## config.mk

```make
export PLATFORM = sky130hd
export DESIGN_NAME = data_register
export DESIGN_NICKNAME = d
export VERILOG_FILES = /design/src/rtl/data_register_pkg.sv /design/src/rtl/data_register.sv
export SDC_FILE = /design/constraint.sdc
export NUM_CORES = 1
export LEC_CHECK = 0
export BUFFER_PORTS_ARGS = -buffer_cell sky130_fd_sc_hd__buf_2
export CORE_AREA = 2 2 39 41
export CTS_CLUSTER_DIAMETER = 150
export DETAILED_ROUTE_END_ITERATION = 6
export DIE_AREA = 0 0 41 43
export GPL_ROUTABILITY_DRIVEN = 0
export HOLD_SLACK_MARGIN = 0.08
export PLACE_DENSITY = 0.69
export SETUP_SLACK_MARGIN = 0.4
export SLEW_MARGIN = 30
export SYNTH_ARGS = -nofsm -noshare
export SYNTH_HDL_FRONTEND = slang
export SYNTH_SLANG_ARGS = --single-unit
```

## constraint.sdc

```tcl
create_clock -name CLK -period 0.8 [get_ports CLK]
set_clock_uncertainty 0.05 [all_clocks]
set_input_delay 0.04 -clock CLK [delete_from_list [all_inputs] [get_ports CLK]]
set_output_delay 0.04 -clock CLK [all_outputs]
set_load 0.005 [all_outputs]
```

## src/rtl/data_register_pkg.sv

```systemverilog
// Shared word type and defaults for the MISC-V datapath registers.
// Optional feature macro: DATA_REGISTER_WRITE_ENABLE_EN (see data_register.sv).
package data_register_pkg;

    localparam int unsigned DATA_WIDTH = 16;

    typedef logic [DATA_WIDTH-1:0] word_t;

    localparam word_t WORD_ZERO = '0;

endpackage

```

## src/rtl/data_register.sv

```systemverilog
// Generic clocked storage register (PC, IR, pipeline temporaries).
// Define DATA_REGISTER_WRITE_ENABLE_EN to add the reg_write load enable.
module data_register
    import data_register_pkg::*;
#(
    parameter int unsigned      WIDTH       = DATA_WIDTH,
    parameter logic [WIDTH-1:0] RESET_VALUE = WIDTH'(WORD_ZERO)
) (
    input  logic             CLK,
    input  logic             reset,
    input  logic [WIDTH-1:0] reg_input,
`ifdef DATA_REGISTER_WRITE_ENABLE_EN
    input  logic             reg_write,
`endif
    output logic [WIDTH-1:0] reg_output
);

    logic [WIDTH-1:0] data_d;
    logic [WIDTH-1:0] data_q;

    // Next value: load the input, or hold when the enable is low.
    always_comb begin
        data_d = data_q;
`ifdef DATA_REGISTER_WRITE_ENABLE_EN
        if (reg_write) begin
            data_d = reg_input;
        end
`else
        data_d = reg_input;
`endif
    end

    // Storage flops; synchronous active-low clear beats any load.
    always_ff @(posedge CLK) begin
        if (!reset) begin
            data_q <= RESET_VALUE;
        end else begin
            data_q <= data_d;
        end
    end

    assign reg_output = data_q;

endmodule

```

**Word-level counts from Yosys, hierarchy flattened**

Cells that the tools add are included.

- Word-level logic and storage cells: 1
- Bits of input ports: 18
- Bits in registers: 16

**Longest topological paths before layout**

- Word-level depth: 0
- Mapped depth: 2
- Mapped depth without buffers: 1

**Worst setup path before layout**

No wires, ideal clock.

- Path kind: in2reg
- Start: input reset
- End: register data_q[3] (netlist: reg_output[3])
- Arrival time: 0.291 ns
- Slack: 0.342 ns
- Cell stages on the path: 2
- Path through: buf_6 > and2_2

RTL lines:

| item | RTL line | RTL |
|---|---|---|
| start: declaration | data_register.sv:10 | `input logic reset,` |
| end signal: assignment | data_register.sv:38 | `data_q <= data_d;` |
| end: declaration | data_register.sv:19 | `logic [WIDTH-1:0] data_q;` |

No word-level cell between the ends.

**Worst setup path after layout**

- Start: register data_q[4] (netlist: reg_output[4])
- End: output reg_output[4]

RTL lines:

| item | RTL line | RTL |
|---|---|---|
| end: declaration | data_register.sv:15 | `output logic [WIDTH-1:0] reg_output` |

No word-level cell between the ends.

==> results.md <==
- Worst Path Arrival: 0.70 ns
- Iteration-0 DRC count of the detailed router: 0
- Antenna violations before repair: 0
- Total buffers and inverters traversed by the critical path: 1
- X dimension of the die: 41 um
- Tightest Pin Transition: 0.2057 ns
- Seq/Total Area, Yosys: 71.71%
- Maximum number of pins on one net before global-route repair: 17
- Gate Count Post-Synth: 33
- Xor and xnor fraction of the mapped netlist area: 0%
- Clock sink count: 16
- Global-route wire length before repair: 1.110 mm
- Dpl cells: 81
- Max H-tree Level: 1
- Synthesized area per cell: 13.54 um^2
- Final nets: 88
- Leakage power: 0.3570 nW
- Share of the synthesized area in the top cell type: 71.71%
- Number of fillers in the final layout: 136
- Global-route usage over all layers: 10.27%
- Clock buffer count from CTS: 3
- Layout Area Growth over Synthesis: 54.62%
- Startpoint types: flip-flop
- Max FO, Critical Path: 1
- Final cycle utilization of the critical path: 98.99%
- Dominant combinational cell family by area after synthesis: simple AND/OR/NAND/NOR gates
- Run status: finished, violations left
- Remaining antenna violation count: 0
- Cell Area, Placed: 628.1 um^2
- Final design area excluding fillers: 690.7 um^2
- Highest clock rate: 1263 MHz
- Most used cells in the layout excluding fill and tap cells: sky130_fd_sc_hd__buf_2, sky130_fd_sc_hd__dfxtp_1, sky130_fd_sc_hd__dfxtp_2
- Clk pin slew, worst setup/hold paths: 0.08 ns
- Highest-delay cell along the critical path: sky130_fd_sc_hd__dfxtp_2
- Overall via count from detail_route: 334
- Vertical die dimension: 43 um
- Initial cell density of the core: 32.28%
- Count of buffers from port buffering: 33
- Worst ir drop on vdd: 1028 uV
- Worst hold-check slack: -0.07786 ns
- Count of cell types in the netlist: 4
- Simple-Gate Fraction of Synth Area: 25.77%
- Combined area of all synthesized cells: 446.7 um^2
- Worst EP required: 0.71 ns
- Number of search-and-repair iterations in the first detailed-routing pass: 1
- Most common cell after layout, fill and taps aside: sky130_fd_sc_hd__buf_2
- Clock root buffer master: sky130_fd_sc_hd__clkbuf_4
- CTS max path bufs: 2
- Area occupied by multi-input gates: 122.6 um^2
- Number of max-capacitance violations reported: 0
- Final hold violation count: 16
- Multiplexer share of the synthesized area: 0%
- Syn nets: 51
- Area share of fa/ha/maj cells after synthesis: 0%
- Violations in the final reports: negative hold slack
- Slew HR: 86.29%
- Diodes inserted: 0
- Critical Path End Type: output pin
- Core utilization of the finished layout: 49.91%
- Sequential cell area: 329.1 um^2
- Number of register bits inferred by synthesis: 16
- Proportion of layout cells with a drive suffix above 1: 80.88%
- Endpoint with the worst hold slack: reg_output[9]
- Die area: 1763 um^2
- Power Dens Cells: 2014 nW/um^2
- Placement Rows: 14
- Standard cell core area: 1384 um^2
- Number of flip-flops under the largest register name: 16
- Clock period minus final worst setup slack: 0.7919 ns
- Ranking of synthesized cells by area: sky130_fd_sc_hd__dfxtp_1, sky130_fd_sc_hd__and2_2, sky130_fd_sc_hd__and2_1, sky130_fd_sc_hd__buf_6
- Routed wire length: 807 um
- Global route total overflow: 0
- Path type of the worst setup path: flip-flop to output pin
- CTS tree: done
- List of cells traversed by the critical path: buf_2
- Kind of cell adding the most delay to the critical path: flip-flops
- Final setup vio count: 0
- Total power of the final layout: 0.001391 W
- Leading area contributor after synthesis: sky130_fd_sc_hd__dfxtp_1
- Top-level port count: 34
- Vias in the first global route: 280
- Routed wire length per instance: 9.607 um
- Synth Warn #: 0
- Maximum single-stage delay on the critical path: 0.32 ns
- Setup tns final: 0 ns
- Number of pins with negative max-slew slack in the final report: 0
- Hold path cells: 2
- DRC violations left: 0
- Hold_sp: reg_input[9]
- Non-Filler Instances: 84
- Share of the synthesized area in compound gates (AO/OA/AOI/OAI): 0%
- RSZ-0062 raised after global routing: true
- Class of the most critical hold timing path: input port to flip-flop
- Average vias per placed instance: 3.976
==> stage by stage <==
step	hold WS [ns]	worst slack [ns]
after global routing	-0.1002	-0.04815
final	-0.07786	0.008112
after global placement	0.2005	0.2142
after floorplan	0.1173	0.3712
after detailed placement	0.2038	0.1973
after CTS	-0.09075	-0.005663
==> timing repair <==
action                                  in CTS  in global routing
resized for setup                            0                 12
buffers inserted                             0                  0
cloned                                       0                  0
endpoints found under the setup margin      16                 16
endpoints found under the hold margin       16                 16
==> how the worst max path moves through the flow <==
stage               slack (ns)  cells past startpoint           start        endpoint
floorplan                 0.37                      2           reset  reg_output[10]
global placement          0.21                      2           reset  reg_output[14]
detailed placement        0.20                      2           reset  reg_output[14]
CTS                     -0.006                      1   reg_output[6]   reg_output[6]
global route             -0.05                      1  reg_output[10]  reg_output[10]
finish                   0.008                      1   reg_output[4]   reg_output[4]
==> metal layers <==
metal | vias to the layer above | wire length (um) | GRT usage [%] | share of wire (%)
li1 | 169 | - | - | -
met1 | 141 | 274 | 8.442 | 34
met2 | 24 | 430 | 16.25 | 53
met3 | 0 | 101 | 4.712 | 13
met4 | 0 | 0 | 10.00 | 0
met5 | - | 0 | 0 | 0
==> final cells by class <==
| type | instances | share of cell area [%] |
|---|---|---|
| Clock buffer | 3 | 3.261 |
| Sequential cell | 16 | 47.65 |
| Multi-Input combinational cell | 16 | 17.75 |
| Timing Repair Buffer | 33 | 28.44 |
| Tap cell | 16 | 2.899 |
==> cell usage after synthesis, drive strengths merged <==
master	count
dfxtp	16
buf	1
and2	16
==> report_power, final <==
part	total (W)	internal, W	switching [W]
Sequential	0.000855	0.000842	0.0000124
Clock	0.000387	0.000174	0.000213
Combinational	0.000149	0.000104	0.0000448
Total	0.00139	0.00112	0.000271
==> kinds of logic (layout without fill, tap and decap cells) <==
kind of cell,count (synthesis),in the layout
buf+inv,1,36
flops,16,16
simple gates,16,16
Power figures use the tool's default switching activity.
